==> src/rtl/branch_resolution_unit.sv <==
// Branch resolution: checks fetch-time predictions against execute outcomes, updates the predictor, redirects fetch.
// Latency: update/redirect outputs are registered and appear one cycle after ex_valid is sampled.
// Backpressure: fifo_full tells fetch to stall branch fetch; pushes while full without a pop are dropped and flagged.
module branch_resolution_unit #(
    parameter int DATA_WIDTH     = 32,
    parameter int ADDRESS_BITS   = 32,
    parameter int INFLIGHT_DEPTH = 4
) (
    input  logic                    clk,
    input  logic                    reset,
    input  logic                    fetch_valid,
    input  logic [ADDRESS_BITS-1:0] fetch_pc,
    input  logic                    fetch_prediction,
    input  logic [ADDRESS_BITS-1:0] fetch_predicted_pc,
    output logic                    fifo_full,
    input  logic                    ex_valid,
    input  logic [6:0]              ex_opcode,
    input  logic [ADDRESS_BITS-1:0] ex_pc,
    input  logic                    ex_taken,
    input  logic [ADDRESS_BITS-1:0] ex_target,
    output logic                    actual_pred,
    output logic                    mispred,
    output logic [ADDRESS_BITS-1:0] update_pc,
    output logic [6:0]              update_opcode,
    output logic                    update_valid,
    output logic                    redirect_valid,
    output logic [ADDRESS_BITS-1:0] redirect_pc,
    output logic [DATA_WIDTH-1:0]   branch_count,
    output logic [DATA_WIDTH-1:0]   mispred_count,
    output logic                    protocol_err
);

    localparam int PTR_W = $clog2(INFLIGHT_DEPTH);
    localparam int CNT_W = PTR_W + 1;

    localparam logic [6:0] OP_BRANCH = 7'b1100011;
    localparam logic [6:0] OP_JAL    = 7'b1101111;
    localparam logic [6:0] OP_JALR   = 7'b1100111;

    typedef struct packed {
        logic [ADDRESS_BITS-1:0] pc;
        logic                    pred;
        logic [ADDRESS_BITS-1:0] predicted_pc;
    } entry_t;

    typedef enum logic {RUN = 1'b0, FLUSH = 1'b1} state_t;

    state_t             state;
    entry_t             mem [INFLIGHT_DEPTH];
    logic [PTR_W-1:0]   rd_ptr;
    logic [PTR_W-1:0]   wr_ptr;
    logic [CNT_W-1:0]   count;

    logic                    running;
    logic                    legal_op;
    logic                    resolve;
    logic                    bad_op;
    logic                    empty;
    logic                    full_now;
    logic [ADDRESS_BITS-1:0] pc_plus4;
    entry_t                  head;
    logic                    tag_err;
    logic                    mis;
    logic                    pop;
    logic                    push;
    logic                    drop;
    logic                    err_set;
    logic [CNT_W-1:0]        count_nxt;

    // Resolve decision: pick the FIFO head (or a not-taken default when empty) and classify the outcome.
    always_comb begin
        running  = (state == RUN);
        legal_op = (ex_opcode == OP_BRANCH) || (ex_opcode == OP_JAL) || (ex_opcode == OP_JALR);
        resolve  = running & ex_valid & legal_op;
        bad_op   = running & ex_valid & ~legal_op;
        empty    = (count == '0);
        full_now = (count == CNT_W'(INFLIGHT_DEPTH));
        pc_plus4 = ex_pc + ADDRESS_BITS'(4);

        head = mem[rd_ptr];
        if (empty) begin
            head.pc           = ex_pc;
            head.pred         = 1'b0;
            head.predicted_pc = pc_plus4;
        end

        tag_err = resolve & ~empty & (head.pc != ex_pc);
        mis     = resolve & ((head.pred != ex_taken)
                           | (ex_taken & (head.predicted_pc != ex_target))
                           | (head.pc != ex_pc));
        pop     = resolve & ~empty;
        // A mispredict flushes the FIFO on this edge, so a same-cycle push is wrong-path and discarded.
        push    = running & fetch_valid & (~full_now | pop) & ~mis;
        drop    = running & fetch_valid & full_now & ~pop;
        err_set = bad_op | tag_err | (resolve & empty) | drop;

        if (mis) begin
            count_nxt = '0;
        end else begin
            count_nxt = count + CNT_W'(push) - CNT_W'(pop);
        end
    end

    // Entry storage: written on accepted pushes only, no reset needed for the payload.
    always_ff @(posedge clk) begin
        if (push) begin
            mem[wr_ptr] <= '{pc: fetch_pc, pred: fetch_prediction, predicted_pc: fetch_predicted_pc};
        end
    end

    // Control state, FIFO pointers, counters and all registered outputs.
    always_ff @(posedge clk) begin
        if (reset) begin
            state          <= RUN;
            rd_ptr         <= '0;
            wr_ptr         <= '0;
            count          <= '0;
            fifo_full      <= 1'b0;
            actual_pred    <= 1'b0;
            mispred        <= 1'b0;
            update_pc      <= '0;
            update_opcode  <= '0;
            update_valid   <= 1'b0;
            redirect_valid <= 1'b0;
            redirect_pc    <= '0;
            branch_count   <= '0;
            mispred_count  <= '0;
            protocol_err   <= 1'b0;
        end else begin
            update_valid   <= 1'b0;
            mispred        <= 1'b0;
            redirect_valid <= 1'b0;

            case (state)
                RUN: begin
                    count     <= count_nxt;
                    fifo_full <= (count_nxt == CNT_W'(INFLIGHT_DEPTH));
                    if (mis) begin
                        rd_ptr <= '0;
                        wr_ptr <= '0;
                        state  <= FLUSH;
                    end else begin
                        if (pop)  rd_ptr <= rd_ptr + PTR_W'(1);
                        if (push) wr_ptr <= wr_ptr + PTR_W'(1);
                    end

                    if (resolve) begin
                        update_valid  <= 1'b1;
                        actual_pred   <= ex_taken;
                        update_pc     <= ex_pc;
                        update_opcode <= ex_opcode;
                        mispred       <= mis;
                        branch_count  <= branch_count + DATA_WIDTH'(1);
                    end

                    if (mis) begin
                        redirect_valid <= 1'b1;
                        redirect_pc    <= ex_taken ? ex_target : pc_plus4;
                        mispred_count  <= mispred_count + DATA_WIDTH'(1);
                    end

                    if (err_set) protocol_err <= 1'b1;
                end
                // Wrong-path fetch and execute traffic is still arriving; ignore it for one cycle.
                FLUSH: begin
                    state <= RUN;
                end
                default: begin
                    state <= RUN;
                end
            endcase
        end
    end

endmodule
==> config.mk <==
export PLATFORM = sky130hd
export DESIGN_NAME = branch_resolution_unit
export DESIGN_NICKNAME = d
export VERILOG_FILES = /design/src/rtl/branch_resolution_unit.sv
export SDC_FILE = /design/constraint.sdc
export NUM_CORES = 1
export LEC_CHECK = 0
export CAP_MARGIN = 25
export CORE_MARGIN = 2
export CORE_UTILIZATION = 54
export CTS_CLUSTER_DIAMETER = 40
export DETAILED_ROUTE_END_ITERATION = 6
export PLACE_DENSITY = 0.8
export RECOVER_POWER = 100
export SLEW_MARGIN = 20
export SYNTH_ARGS = -nofsm -noshare
export SYNTH_HDL_FRONTEND = slang
export SYNTH_SLANG_ARGS = --single-unit
==> constraint.sdc <==
create_clock -name clk -period 6.7 [get_ports clk]
set_clock_uncertainty 0.05 [all_clocks]
set_input_delay 1.005 -clock clk [delete_from_list [all_inputs] [get_ports clk]]
set_output_delay 1.005 -clock clk [all_outputs]
set_load 0.02 [all_outputs]
After elaboration in Yosys (flattened, before gate mapping)
Memory sizes are Yosys's and may differ from the RTL's. A register that Yosys moved wholly into a read port is not among the register bits.
Cells that the tools add are included.
Storage, ports and cells
  register bits: 149
  bits in writable memories: 260
  memories kept: 1
Memories
  mem: depth 4, bits a word 65, rd ports 1, clocked after Yosys merged registers in 1, wr ports 1, RTL line 49  | entry_t mem [INFLIGHT_DEPTH];
Cells by class
  add/subtract/negate cells: 7
  equality and inequality tests: 8
  muxes and demuxes: 14
  bitwise operators: 26
  reduce and logical (&&, ||, !) cells: 12
Operator list (number)
  $mux W65: 1
  $add A32 B1 Y32 const B: 2
  $ne A32 B32 Y1: 2
  $add A32 B3 Y32 const B: 1
  $mux W32: 1
  $eq A7 B7 Y1 const B: 3
  $and A1 B1 Y1: 13
  $mux W2: 6
  $reduce_and A2 Y1: 5
  $not A1 Y1: 7
  $eq A3 B3 Y1 const B: 2
  $or A1 B1 Y1: 6
  $add A2 B1 Y2 const B: 2
  $mux W1: 4
  $reduce_bool A2 Y1: 2
  $add A3 B1 Y3: 1
  $logic_not A3 Y1: 1
  $mux W3: 1
  $reduce_or A3 Y1: 1
  $sub A3 B1 Y3: 1
  $logic_or A1 B1 Y1: 2
  $pmux W1 S2: 1
  $reduce_or A2 Y1: 1
  $ne A1 B1 Y1: 1

Logic depth before layout (Yosys ltp)
  depth in word-level cells: 13
  depth in mapped cells: 22
  depth with buffers taken out: 19

Worst setup path before layout
No wires, ideal clock.
  path kind: in2reg
  from: input port ex_pc[11]
  to: memory mem[0][0] in the netlist's numbering, enable pin
  library setup time: 0.430 ns
  arrival: 5.213 ns
  required time: 6.220 ns
  slack: 1.007 ns
  cell stages on the path: 12
  buffers on the path: 3
  cells stage by stage: buf_2 > nand4_2 > or4_1 > nor3_1 > nor3b_1 > o31a_1 > nor4_4 > a41oi_4 > o21ai_2 > buf_4 > buf_2 > and3_1
On the way
  longest elaborated chain between the ends: 11
  elaborated cells between the ends (all ways): 12
  classes of those cells: add/sub (1); eq/ne (2); mux (3); bitwise (6)
Ends and longest elaborated chain
  start: declaration: RTL line 18  | input logic [ADDRESS_BITS-1:0] ex_pc,
  $add A32 B3 Y32: RTL line 78  | pc_plus4 = ex_pc + ADDRESS_BITS'(4);
  $mux W65: RTL line 81  | if (empty) begin
  $ne A32 B32 Y1: RTL line 89  | | (ex_taken & (head.predicted_pc != ex_target))
  $and A1 B1 Y1: RTL line 89
  $or A1 B1 Y1: RTL line 89
  $or A1 B1 Y1 (*): RTL line 90  | | (head.pc != ex_pc));
  $and A1 B1 Y1 (*): RTL line 88  | mis = resolve & ((head.pred != ex_taken)
  $not A1 Y1 (*): RTL line 93  | push = running & fetch_valid & (~full_now | pop) & ~mis;
  $and A1 B1 Y1 (*): RTL line 93
  $mux W1 (*): RTL line 106  | if (push) begin
  $mux W1 (implied by the code) (*): RTL line 107  | mem[wr_ptr] <= '{pc: fetch_pc, pred: fetch_prediction, predicted_pc: fetch_predicted_pc};
  end: declaration: RTL line 49
Mark *: on every way between the ends. The rest lies on a longest branch, timed or not.

Worst setup path in the final report
  from: input port ex_valid
  to: register mispred_count[18]
On the way
  longest elaborated chain between the ends: 4
Ends and longest elaborated chain
  start: declaration: RTL line 16  | input logic ex_valid,
  $and A1 B1 Y1 (2 in a row): RTL line 74  | resolve = running & ex_valid & legal_op;
  $and A1 B1 Y1: RTL line 88
  $reduce_and A2 Y1 (no line)
  end signal: assignment: RTL line 159  | mispred_count <= mispred_count + DATA_WIDTH'(1);
  end: declaration: RTL line 29  | output logic [DATA_WIDTH-1:0] mispred_count,
Every way passes these cells.
A chain may end at the register's enable or synchronous reset.

==> impl_metrics.csv <==
group,metric,value,unit
outcome,outcome,"finished with violations",
outcome,failing_checks,"capacitance limit, slew limit",
die,die_h,185.2,µm
die,core_area,0.03245,mm²
clocking,post_cts_gate_resize_count,0,
power,leakage,8.046,nW
global_routing,grt_start_max_net_pins,77,
clocking,cts.path.max_buffers,3,
worst_setup_path,worst_path_largest_cell_delay,1.98,ns
power,power.switching_fraction,23.96,%
layout,final_cell_area,0.02260,mm²
die,dieArea,0.03430,mm²
timing,setup-tns-final,0,ns
layout,fillerInstances,2252,
yosys,synth_largest_area_cell,"edfxtp_1",
die,floorplan.io_pins,282,
placement,dp.cells,2069,
layout,share_of_cells_above_drive_strength_1,11.42,%
worst_setup_path,crit_slowest_cell,"clkbuf_1",
clocking,worst_skew_pair_later_pin_latency,0.56,ns
routing,antenna_violating_nets_left,0,
hold_path,hold_class,"register to register",
die,num_rows,66,
clocking,htreeDepth,2,
placement,placed_area,0.02097,mm²
global_routing,grt_first_pass_wirelength,73.75,mm
timing,drv_slew,87,
worst_setup_path,setup_crit_path_kind,"input pin to register",
power,power_density,275.4,mW/mm²
yosys,syn-cell-area,0.01773,mm²
timing,timing.final.crit_period,5.927,ns
layout,syn_to_final_growth,27.47,%
timing,max_slew.worst_pin.slew,2.713,ns
timing,slew_headroom,-80.88,%
yosys,synth.ff_latch_count,410,
power,clock_power_share,42.8,%
yosys,yosysSeqAreaShare,60.98,%
power,internal_power,4.733,mW
global_routing,initial_antenna_violation_count,5,
placement,gpl.final_weighted_congestion,0.9808,
yosys,post_synth_num_cell_types,63,
placement,io_buffer_count,281,
worst_setup_path,worst_setup_path_end_kind,"register",
routing,drt-total-wl,49.61,mm
routing,final_routed_wire_length_divided_by_cell_count,22.96,µm
power,portion_of_total_power_attributed_to_combinational_logic,10.7,%
routing,drt-vias-per-instance,5.867,
clocking,numClockSinks,410,
clocking,cts_tree,"done",
yosys,synthArstFlopShare,0,%
power,vdd_drop_max,261.6,µV
layout,nets,1828,
yosys,ys_flop_type,"edfxtp_1",
worst_setup_path,worst-path-buf-inv,2,
timing,rsz0062_at_grt,"false",
placement,post-dp-hpwl,34.90,mm
worst_setup_path,crit_family,"buffers and inverters",
yosys,avgSynthCellArea,12.64,µm²
run,cap_violations,2,
routing,drt-pass1-iter-count,5,
routing,detail_route.iter0.violations,1226,
yosys,synth_edf_count,260,
timing,layout_worst_path_cycle_share,88.47,%
global_routing,first_global_vias,12277,
worst_setup_path,worst-endpoint-arrival,6.35,ns
yosys,yosys-top-cells-area,"edfxtp_1 44%, dfxtp_1 17%, mux4_2 8.0%",
clocking,setup_repair_bufs_after_cts,0,
clocking,clkTransAtPathRegs,0.05,ns
routing,route.detailed.drc,0,
power,power.share.sequential,46.5,%
worst_setup_path,critPathMaxFanout,45,
yosys,yosysWarningCount,0,
timing,max_clock_freq,0.1687,GHz
worst_setup_path,crit_path_cell_trace,"dlygate4sd3_1, nand2_1, a2111oi_4, clkbuf_1, o211ai_2, or4_1, a21oi_1",
timing,final_hold_viol_count,0,
clocking,cts_root_buffer,"clkbuf_16",
yosys,mappedNetlistNets,1554,
worst_setup_path,startpoint_class_of_the_critical_path,"input pin",
routing,num_vias,12679,
worst_setup_path,worst-endpoint-required,7.13,ns
yosys,post_synthesis_cell_count,1403,
global_routing,grt_usage,29.02,%
yosys,synth_most_common_cell,"edfxtp_1",
global_routing,global_route.overflow_total,0,
yosys,synth.top_cells.by_count,"260 x edfxtp_1, 161 x nand2_1, 150 x dfxtp_1",
clocking,cts_inserted_buffers,48,
yosys,synth_top_area_share,44.04,%
layout,layout.cells.non_filler,2161,
timing,timing.final.setup_violations,0,
power,switchingPower,1.491,mW
clocking,cts_hold_repair.buffers,0,
die,die_w,185.2,µm
die,start_util,54.63,%
path summary, 6_finish.rpt:
check | to | slack (ns) | depth (start not counted) | start
max | mispred_count[18]$_SDFFE_PP0P_ | 0.77 | 7 | ex_valid
min | update_opcode[2]$_SDFFE_PP0P_ | 0.40 | 2 | update_opcode[2]$_SDFFE_PP0P_
max reg2reg | mispred_count[18]$_SDFFE_PP0P_ | 1.17 | 6 | redirect_valid$_SDFF_PP0_
min reg2reg | update_opcode[2]$_SDFFE_PP0P_ | 0.40 | 2 | update_opcode[2]$_SDFFE_PP0P_
power groups by stage:
stage                     combinational (mW)  clock [mW]  sequential, mW
after floorplan                        0.375           0            2.94
after global placement                 0.660           0            2.93
after detailed placement               0.668           0            2.94
after CTS                              0.674        2.69            2.89
after global routing                   0.707        2.79            2.90
final                                  0.667        2.67            2.89
cell usage in the layout (no fill, tap or decap), drive strengths merged, types with 4 or more instances in the layout:
cell type	n
xnor2	93
nor2	105
inv	29
and2	5
dfxtp	150
bufinv	6
nor4	9
and4	5
or2	4
or3	28
nor2b	8
xor2	38
buf	29
a31oi	4
mux2i	37
and3	20
or4	16
clkdlybuf4s50	71
clkinv	14
mux4	63
mux2	4
o21ai	63
nand2b	4
nand4	34
nand2	161
ha	9
a21oi	83
o2111ai	6
clkbuf	60
nor3	13
o31ai	14
nand3	30
edfxtp	260
dlygate4sd3	208
metal layers:
| metal | wire [µm] | track usage, % |
|---|---|---|
| met4 | 1780 | 10.51 |
| met5 | 13 | 0 |
| met1 | 18480 | 37.27 |
| met3 | 4814 | 6.134 |
| met2 | 24520 | 48.88 |
cell families after synthesis:
family | Yosys count | share of synthesized area [%]
xor+xnor | 131 | 6.472
compound gates | 194 | 6.627
simple gates | 448 | 12.22
fa+ha+maj | 10 | 0.7481
mux | 104 | 10.35
buf+inv | 106 | 2.611
flops | 410 | 60.98
worst reg2reg max path, delay by kind of cell, from the launching register on:
family                 cells  cell delay (ns)
AOI/OAI and AO/OA          3             1.83
buffers and inverters      1             1.98
DFF                        1             0.44
and+or+nand+nor            2             1.15
registers in the layout, indices dropped and copies added (netlist names), 2 cells and up, named ones only:
signal	cells
count	3
mem	260
redirect_pc	32
branch_count	32
update_pc	32
mispred_count	32
wr_ptr	2
update_opcode	7
rd_ptr	2
through the flow:
step	util (%)	total power [mW]	hold WS [ns]	setup WS, ns
5_1_grt	69.62	6.401	0.4179	0.4513
3_3_place_gp	64.62	3.591	0.3914	0.8033
2_1_floorplan	-	3.315	0.4302	1.007
3_5_place_dp	64.62	3.612	0.3992	0.6715
6_report	69.63	6.224	0.4026	0.7726
4_1_cts	69.68	6.260	0.4065	1.232
layout make-up:
cell class,count,area (µm²),share of cell area [%]
Antenna cell,3,7.507,0.03322
Clock inverter,31,351.6,1.556
Sequential cell,410,10820,47.86
Multi-Input combinational cell,887,6452,28.55
Inverter,20,75.07,0.3322
Clock buffer,58,1290,5.708
Tap cell,442,553.0,2.447
Timing Repair Buffer,310,3053,13.51
Power figures use the tool's default switching activity.
